## config.mk

```make
export PLATFORM = sky130hd
export DESIGN_NAME = config_loader
export DESIGN_NICKNAME = d
export VERILOG_FILES = /design/src/rtl/cfg_pkg.sv /design/src/rtl/config_loader.sv
export SDC_FILE = /design/constraint.sdc
export NUM_CORES = 1
export LEC_CHECK = 0
export ABC_AREA = 1
export BUFFER_PORTS_ARGS = -buffer_cell sky130_fd_sc_hd__buf_4
export CELL_PAD_IN_SITES_DETAIL_PLACEMENT = 2
export CELL_PAD_IN_SITES_GLOBAL_PLACEMENT = 2
export CORE_MARGIN = 2
export CORE_UTILIZATION = 33
export CTS_BUF_LIST = sky130_fd_sc_hd__clkbuf_4
export CTS_CLUSTER_SIZE = 28
export DETAILED_ROUTE_END_ITERATION = 10
export GPL_TIMING_DRIVEN = 0
export PLACE_DENSITY_LB_ADDON = 0.1
export REMOVE_ABC_BUFFERS = 1
export SYNTH_ARGS = -nofsm -noshare
export SYNTH_HDL_FRONTEND = slang
export SYNTH_SLANG_ARGS = --single-unit
```

## constraint.sdc

```tcl
create_clock -name clock -period 2.3 [get_ports clock]
set_clock_uncertainty 0.15 [all_clocks]
set_input_delay 0.115 -clock clock [delete_from_list [all_inputs] [get_ports clock]]
set_output_delay 0.115 -clock clock [all_outputs]
set_load 0.01 [all_outputs]
```

## src/rtl/cfg_pkg.sv

```systemverilog
// Shared tile configuration constants and loader state encoding.
// Imported by the configuration writer and anything sizing the tile config bus.
package cfg_pkg;

    localparam int LE_CONFIG_WIDTH    = 17;
    localparam int LE_COUNT           = 2;
    localparam int SB_CONFIG_WIDTH    = 160;
    localparam int TILE_CONFIG_WIDTH  = LE_COUNT * LE_CONFIG_WIDTH + SB_CONFIG_WIDTH;
    localparam int DEFAULT_WORD_WIDTH = 8;

    typedef enum logic [1:0] {
        IDLE = 2'd0,
        LOAD = 2'd1,
        DONE = 2'd2
    } loader_state_t;

endpackage

```

## src/rtl/config_loader.sv

```systemverilog
// Streams bitstream words into a shadow register and commits the full
// configuration to the tile bus in one edge, so the tile never sees a partial load.
module config_loader
    import cfg_pkg::*;
#(
    parameter int CONFIG_WIDTH = TILE_CONFIG_WIDTH,
    parameter int WORD_WIDTH   = DEFAULT_WORD_WIDTH
) (
    input  logic                    clock,
    input  logic                    reset,
    input  logic                    start,
    input  logic                    abort,
    input  logic [WORD_WIDTH-1:0]   data_in,
    input  logic                    data_valid,
    output logic                    data_ready,
    output logic [CONFIG_WIDTH-1:0] config_out,
    output logic                    config_done,
    output logic                    busy,
    output logic [$clog2((CONFIG_WIDTH + WORD_WIDTH - 1) / WORD_WIDTH)-1:0] word_index
);

    localparam int NUM_WORDS = (CONFIG_WIDTH + WORD_WIDTH - 1) / WORD_WIDTH;
    localparam int IDX_W     = $clog2(NUM_WORDS);
    localparam logic [IDX_W-1:0] LAST_IDX = IDX_W'(NUM_WORDS - 1);

    loader_state_t           state;
    logic [CONFIG_WIDTH-1:0] shadow;
    logic [CONFIG_WIDTH-1:0] merged;
    logic                    handshake;

    assign handshake = data_valid & data_ready;

    // Bits of the final word that land past the bus width simply have no slot.
    always_comb begin
        merged = shadow;
        for (int i = 0; i < CONFIG_WIDTH; i++) begin
            if (i / WORD_WIDTH == int'(word_index)) begin
                merged[i] = data_in[i % WORD_WIDTH];
            end
        end
    end

    always_ff @(posedge clock) begin
        if (reset) begin
            state       <= IDLE;
            shadow      <= '0;
            config_out  <= '0;
            word_index  <= '0;
            config_done <= 1'b0;
            busy        <= 1'b0;
            data_ready  <= 1'b0;
        end else begin
            unique case (state)
                IDLE, DONE: begin
                    if (start) begin
                        state      <= LOAD;
                        shadow     <= '0;
                        word_index <= '0;
                        busy       <= 1'b1;
                        data_ready <= 1'b1;
                    end
                end
                LOAD: begin
                    if (abort) begin
                        state      <= IDLE;
                        shadow     <= '0;
                        word_index <= '0;
                        busy       <= 1'b0;
                        data_ready <= 1'b0;
                    end else if (handshake) begin
                        if (word_index == LAST_IDX) begin
                            state       <= DONE;
                            config_out  <= merged;
                            config_done <= 1'b1;
                            word_index  <= '0;
                            busy        <= 1'b0;
                            data_ready  <= 1'b0;
                        end else begin
                            shadow     <= merged;
                            word_index <= word_index + IDX_W'(1);
                        end
                    end
                end
                default: begin
                    state      <= IDLE;
                    busy       <= 1'b0;
                    data_ready <= 1'b0;
                end
            endcase
        end
    end

endmodule

```

## Word-level counts from Yosys, hierarchy flattened

Index checks and enable logic that the tools add are counted.

| word-level totals | value |
|---|---|
| bits of input ports | 13 |
| output and inout bits | 202 |
| bits in registers | 397 |
| word-level logic and storage cells | 262 |

| cells by class | value |
|---|---|
| $add $sub $neg | 1 |
| bitwise operators | 2 |
| equality and inequality tests | 31 |
| reductions and logical operators | 8 |
| mux-type cells | 214 |

Operators with widths:

| kind | count |
|---|---|
| $mux 194 | 4 |
| $pmux 194 s2 | 1 |
| $mux 1 | 198 |
| $eq 5x5->1 const A | 16 |
| $eq 4x5->1 const A | 5 |
| $mux 5 | 4 |
| $eq 3x5->1 const A | 2 |
| $pmux 5 s2 | 1 |
| $ne 3x3->1 const B | 3 |
| $mux 2 | 4 |
| $reduce_and 4->1 | 2 |
| $reduce_and 3->1 | 2 |
| $add 5x1->5 const B | 1 |
| $eq 2x5->1 const A | 1 |
| $eq 5x5->1 const B | 1 |
| $logic_not 5->1 | 1 |
| $pmux 2 s2 | 1 |
| $eq 2x1->1 const B | 1 |
| $eq 2x2->1 const B | 1 |
| $logic_not 2->1 | 1 |
| $ne 2x2->1 const B | 1 |
| $pmux 1 s2 | 1 |
| $reduce_bool 2->1 | 1 |
| $reduce_or 2->1 | 1 |
| 2 further kinds | 2 |

## Logic depth before layout (Yosys ltp)

Gate-level depths: netlist of the first run.

| depth | value |
|---|---|
| depth in word-level cells | 6 |
| mapped depth | 12 |
| gate-level depth less buffers | 11 |

## Worst setup path before layout of the first run

No wires, ideal clock.

| path | value |
|---|---|
| path kind | register to register |
| from | reg word_index[0] |
| to | reg shadow[121] |
| setup time | 0.115 ns |
| setup slack | 0.139 ns |
| clock period less this slack | 2.161 ns |
| stages on the path, launching flop included | 12 |
| path buffers | 3 |
| required time | 2.035 ns |
| arrival time | 1.896 ns |
| path through | dfxtp_1 > inv_1 > ha_1 > clkbuf_1 > nand4_1 > nand2_1 > nand2_1 > clkbuf_1 > clkbuf_1 > nand3_1 > nand2_1 > nor2_1 |

| on the way | value |
|---|---|
| cells in the longest elaborated chain, start to end | 6 |
| elaborated cells between the ends (all ways) | 9 |
| classes of those cells | 3 x eq/ne; 5 x mux; 1 x reduce/logical |

Ends and longest elaborated chain:

| what | line | source |
|---|---|---|
| start, declared | config_loader.sv:19 | `output logic [$clog2((CONFIG_WIDTH + WORD_WIDTH - 1) / WORD_WIDTH)-1:0] word_index` |
| start signal, assigned | config_loader.sv:80 | `word_index <= word_index + IDX_W'(1);` |
| $eq 5x5->1 | config_loader.sv:37 | `if (i / WORD_WIDTH == int'(word_index)) begin` |
| $mux 1 | config_loader.sv:37 |  |
| $mux 194 | config_loader.sv:71 | `if (word_index == LAST_IDX) begin` |
| $mux 194 | config_loader.sv:70 | `end else if (handshake) begin` |
| $mux 194 | config_loader.sv:64 | `if (abort) begin` |
| $pmux 194 s2 | config_loader.sv:53 | `unique case (state)` |
| end signal, assigned | config_loader.sv:79 | `shadow <= merged;` |
| end, declared | config_loader.sv:27 | `logic [CONFIG_WIDTH-1:0] shadow;` |

Parallel ways exist; a longest one is shown, timed or not. The select of a mux whose other input is x is not followed.
A chain may end at the register's enable or synchronous reset.

## Worst setup path after layout of the first run

| path | value |
|---|---|
| from | reg state[0] |
| to | reg shadow[97] |

| on the way | value |
|---|---|
| cells in the longest elaborated chain, start to end | 4 |
| elaborated cells between the ends (all ways) | 10 |
| classes of those cells | 5 x eq/ne; 1 x mux; 4 x reduce/logical |

Ends and longest elaborated chain:

| what | line | source |
|---|---|---|
| start, declared | config_loader.sv:26 | `loader_state_t state;` |
| start signal, assigned | config_loader.sv:45 | `state <= IDLE;` |
| start signal, assigned | config_loader.sv:56 | `state <= LOAD;` |
| start signal, assigned | config_loader.sv:65 | `state <= IDLE;` |
| $eq 2x2->1 or $logic_not 2->1 (tied branches) | config_loader.sv:53 |  |
| $reduce_or 2->1 | config_loader.sv:53 |  |
| $ne 2x2->1 (no source line) or $reduce_bool 2->1 (tied branches) | -- |  |
| $reduce_and 4->1 (no source line) | -- |  |

Parallel ways exist; a longest one is shown, timed or not.

==> results.cfg, run 1 <==
[outcome]
status = finished, violations left
violations = capacitance limit, slew limit, setup timing

[hold_path]
hold_path.class = input pin to flop

[final_layout]
layout.cells.non_filler = 4033
finish.utilization_pct = 43.4
fin_area_sq_um = 24400
final_nets = 3205
drive_gt1_share_pct = 17.6
area_delta_synth_final_pct = 30.2

[pwr]
power_frac_comb_pct = 19.5
p_sw_mw = 6.07
power.internal_mw = 11.7
worst_ir_drop_vdd_mv = 0.391
clockPowerShare_pct = 38.5
p_total_mw = 17.8
powerDensity_nw_per_um2 = 728
seqPwrFrac_pct = 42.0
swShare_pct = 34.1
p_leak_nw = 11.2

[timing]
grt_setup_unrepaired = yes
fin_ws_ns = -0.0672
hold_viol_final = 0
timing.final.max_slew_violations = 22
slew_headroom_pct = -1.48
period_share_pct = 103
period_minus_slack_ns = 2.37
max_freq_ghz = 0.422
finalSetupViolCount = 42
worst_slew_pin_slew_ns = 1.52

[floorplanning]
die_h_um = 242
rows = 87
io_pins = 215
die-area_sq_um = 58800
fp.coreArea_sq_um = 56300
die_w_um = 242
initial_core_util_pct = 33.3

[route]
met3WireLength_um = 4880
dr_wl_met2_um = 47600
wl_um = 96600
drtPass1Iterations = 5
drt_iter0_drc = 1438
wl_per_cell_um = 24.0
viasPerCell = 5.42
ant_nets = 0
drc = 0
via_count = 21861
top_layer_used = met4
met1Wirelength_um = 40100

[clock_tree]
clk_pin_slew_ns = 0.09
cts-htree-levels = 3
clock_sinks = 397
cts_root_buf = clkbuf_4
tritoncts = built
clock_latency_ns = 0.94
numCtsBuffers = 116
clockBufferDepth = 3

[yosys]
post-synth-top-count-cell = nand2_1
syn-cell-area_sq_um = 18800
synth-edff-count = 0
yosysWarnings = 0
synth_top_cell_by_area = dfxtp_1
synth_commonest_cells = 701 x nand2_1, 605 x nor2_1, 397 x dfxtp_1
yosys_register_bits = 397
avgSynthCellArea_sq_um = 6.37
synthFlopType = dfxtp_1
yosysSeqAreaShare_pct = 42.4
async_flop_share_pct = 0
synthDistinctLibCells = 23
synth_top_cell_area_share_pct = 42.4
syn_inst = 2944
synth_area_leaders = dfxtp_1 42%, nand2_1 14%, nor2_1 12%

[placement]
place_inst = 3722
dp_hpwl_um = 47500
preCtsSetupSlack_ns = -2.17
placed_cell_area_sq_um = 21100
port_buffers = 214
routabilityCongestion = 0.733

[global_routing]
grt_max_degree = 142
grt_usage_pct = 29.6
grt.overflow.total = 0
grt_pass1_wl_um = 137000
antenna_found_initial = 2
grt_pass1_vias = 23495

[worst_setup_path]
startpoint_type = flop
crit_fanout = 35
required_ns = 2.92
crit_type = flop to flop
critPathCaptureType = flop
worstPathArrival_ns = 2.99

[run]
maxCapViolations = 1
cell type report:
type	count	area, sq um
clock buffer	162	1220
fill	6699	31800
timing repair inverter	1	11.3
tap	756	946
multi-input combinational	2116	9490
antenna	1	2.50
inverter	221	876
sequential	397	7970
clock inverter	45	196
timing repair buffer	334	3730
state kept, by name, indices dropped and copies added (netlist names):
name,flops
shadow,194
busy,1
word_index,5
config_out,194
state,2
config_done,1
placed cells by master (no fill, tap or decap), types with 9 or more instances in the layout:
cell type	Yosys	layout
buf_12	0	11
nand3_1	283	278
and2_1	15	15
nand4_1	23	23
bufbuf_16	0	9
o21ai_0	77	67
nor2_4	1	11
buf_4	9	250
nor3_1	121	118
clkbuf_16	0	15
clkbuf_4	0	162
dlygate4sd3_1	0	13
nand2_1	701	679
nand2_2	0	15
clkinv_1	3	41
inv_2	2	9
nor2_1	605	589
dfxtp_1	397	390
nand2_4	0	9
o21ai_1	0	9
inv_1	216	209
a21oi_1	269	263
buf_16	0	26
worst paths after layout:
check	slack [ns]	to	startpoint	depth (start not counted)
setup / recovery	-0.07	shadow[97]	state[0]	9
hold / removal	0.07	config_done	reset	3
setup reg to reg	-0.07	shadow[97]	state[0]	9
hold reg to reg	0.34	config_out[68]	config_out[68]	2
cells by family (layout without fill, tap and decap cells):
family	Yosys count	count (layout)	synth area share, %
AOI/OAI and AO/OA	349	351	9.35
and+or+nand+nor	1753	1760	38.4
buffers and inverters	440	763	9.53
DFF	397	397	42.4
other	0	1	0
adders and majority gates	5	5	0.333
per-stage QoR:
stage / hold WS [ns] / setup TNS (ns)
floorplan: 0.0341 / -1792.05
CTS: 0.000167 / 0
detailed placement: 0.322 / -580.80
finish: 0.0675 / -0.790
global placement: 0.303 / -3599.69
global route: 0.0577 / -4.67
routing by layer:
metal	track usage, %	up-vias
li1	-	9905
met1	36.0	11054
met2	52.2	665
met3	4.25	237
met4	12.1	0
met5	0	-
worst max-delay path, stage by stage, from the launching register on:
cell and delay, ns:
dfxtp_4 0.37, inv_2 0.06, nor2_4 0.22, buf_12 0.16, nand3_4 0.13, o21a_4 0.23, buf_4 0.17, bufbuf_16 0.32
a21oi_1 0.25, nor2_1 0.11
what timing repair did:
action | 4_1_cts | 5_1_grt
pin swaps | 13 | 10
gates resized for setup | 76 | 49
hold buffers | 13 | 0
endpoints found under the setup margin | 398 | 306
gates cloned | 21 | 18
setup buffers | 32 | 20
hold endpoints to repair | 287 | 0
power by group through the flow:
| stage | Clock [mW] | Combinational [mW] | Sequential, mW |
|---|---|---|---|
| 2_1_floorplan | 0 | 1.98 | 7.54 |
| 3_3_place_gp | 0 | 2.72 | 7.56 |
| 3_5_place_dp | 0 | 2.64 | 7.60 |
| 4_1_cts | 6.87 | 3.08 | 7.44 |
| 5_1_grt | 7.35 | 3.73 | 7.50 |
| 6_report | 6.85 | 3.47 | 7.47 |
Note: power is estimated with default switching activity, not from simulation.
==> run 2, diff against run 1 <==
- BUFFER_PORTS_ARGS: -buffer_cell sky130_fd_sc_hd__buf_4 -> -buffer_cell sky130_fd_sc_hd__buf_2
- RECOVER_POWER: default -> 50
==> results.cfg, run 2 (synthesis results as in run 1) <==
[hold_path]
hold_path.class = input pin to flop

[timing]
finalSetupViolCount = 1
max_freq_ghz = 0.430
timing.final.max_slew_violations = 0
period_share_pct = 101
slew_headroom_pct = 0.171
hold_viol_final = 0
worst_slew_pin_slew_ns = 1.50
fin_ws_ns = -0.0260
setup_tns_ns = -0.0260
period_minus_slack_ns = 2.33

[clock_tree]
cts_root_buf = clkbuf_4
clock_sinks = 397
numCtsBuffers = 116
tritoncts = built
cts-htree-levels = 3
clk_pin_slew_ns = 0.08
clock_latency_ns = 0.91
clockBufferDepth = 3

[run]
maxCapViolations = 1

[route]
drc = 0
drt_iter0_drc = 1177
wl_um = 89700
viasPerCell = 5.32
via_count = 21313
ant_nets = 0
drtPass1Iterations = 5
wl_per_cell_um = 22.4

[floorplanning]
die-area_sq_um = 58800
io_pins = 215
die_w_um = 242
initial_core_util_pct = 33.3
rows = 87
fp.coreArea_sq_um = 56300
die_h_um = 242

[global_routing]
grt_usage_pct = 29.0
grt_pass1_wl_um = 135000
grt_pass1_vias = 23374
grt_max_degree = 146
grt.overflow.total = 0
antenna_found_initial = 2

[final_layout]
drive_gt1_share_pct = 10.7
top_regs = config_out (194), shadow (194), word_index (5)
area_delta_synth_final_pct = 23.2
layout.cells.most_common_list = 681 x nand2_1, 591 x nor2_1, 391 x dfxtp_1
final_nets = 3181
final_common_cell = nand2_1

[worst_setup_path]
required_ns = 2.93
startpoint_type = flop
critPathCaptureType = flop
crit_chain = inv_2 > ha_4 > buf_4 > nand3_4 > nor2_4 > nand2_8 > buf_16 > o21ai_1 > nor2_1
crit_fanout = 54
worstPathArrival_ns = 2.96
crit_type = flop to flop
slowest_stage = dfxtp_2
cp_slowest_stage_delay_ns = 0.35

[pwr]
p_total_mw = 17.5
powerDensity_nw_per_um2 = 755
worst_ir_drop_vdd_mv = 0.322
p_leak_nw = 10.0

[outcome]
violations = capacitance limit, setup timing
status = finished, violations left

[placement]
routabilityCongestion = 0.732
port_buffers = 214
dp_hpwl_um = 46900
-- run 2: changes by cell type in the layout (fill, tap and decap cells not counted), sizes merged --
cell / change
clkbuf: +185
nand2: -1
bufinv: +1
inv: -1
clkinv: -2
bufbuf: -3
dlygate4sd3: -1
buf: -208
-- run 2: per-layer routing --
layer | vias to the layer above | GRT usage [%] | part of all wire, %
met5 | - | 0 | 0.010
met4 | 2 | 11.5 | 3.0
met3 | 181 | 4.40 | 4.2
met2 | 531 | 51.9 | 50
met1 | 10763 | 34.7 | 43
li1 | 9836 | - | -
-- run 2: metrics by stage --
step / setup WS, ns / cells / cell area, sq um / utilization [%] / hold WS (ns)
final: -0.0260 / 4003 / 23100 / 41.1 / 0.0410
after global routing: -0.0344 / 4003 / 23100 / 41.1 / 0.0857
after CTS: -0.133 / 3991 / 23000 / 40.9 / 0.0150
after detailed placement: -2.12 / 3721 / 20600 / 36.5 / 0.312
after global placement: -13.91 / 3695 / 19800 / 35.2 / 0.296
after floorplan: -7.59 / 2725 / 17800 / - / 0.0341
-- run 2: final timing paths --
kind,from,endpoint,slack [ns],depth (start not counted)
hold reg to reg,shadow[180],shadow[180],0.33,2
setup / recovery,word_index[1],config_out[6],-0.03,9
hold / removal,reset,config_out[101],0.04,7
setup reg to reg,word_index[1],config_out[6],-0.03,9
-- run 2: critical path: cells and delay by family, from the launching register on --
kind / cells / cell delay [ns]
AO/OA/AOI/OAI: 1 / 0.35
adder cells (fa/ha/maj): 1 / 0.18
buffers and inverters: 3 / 0.54
flip-flops: 1 / 0.35
AND/OR/NAND/NOR: 4 / 0.63
-- run 2: where the power goes --
group          switching (mW)  total (mW)  internal, mW  leakage [nW]
Combinational            2.19        3.25          1.06          5.95
Clock                    3.39        6.75          3.36         0.834
Sequential              0.209        7.46          7.25          3.24
Total                    5.79        17.5          11.7          10.0
-- run 2: repair_timing --
item / CTS / global route
gates cloned: 16 / 6
setup endpoints to repair: 398 / 333
gates resized for setup: 56 / 48
buffers inserted: 36 / 6
pin swaps: 13 / 5
hold buffers: 18 / 0
hold endpoints to repair: 282 / 0
-- run 2: area by class of cell --
type	instances	area (sq um)
Inverter	221	871
Tap cell	756	946
Fill cell	6950	33200
Clock inverter	44	223
Timing Repair Buffer	312	2490
Antenna cell	1	2.50
Multi-Input combinational cell	2115	9450
Clock buffer	157	1180
Sequential cell	397	7960
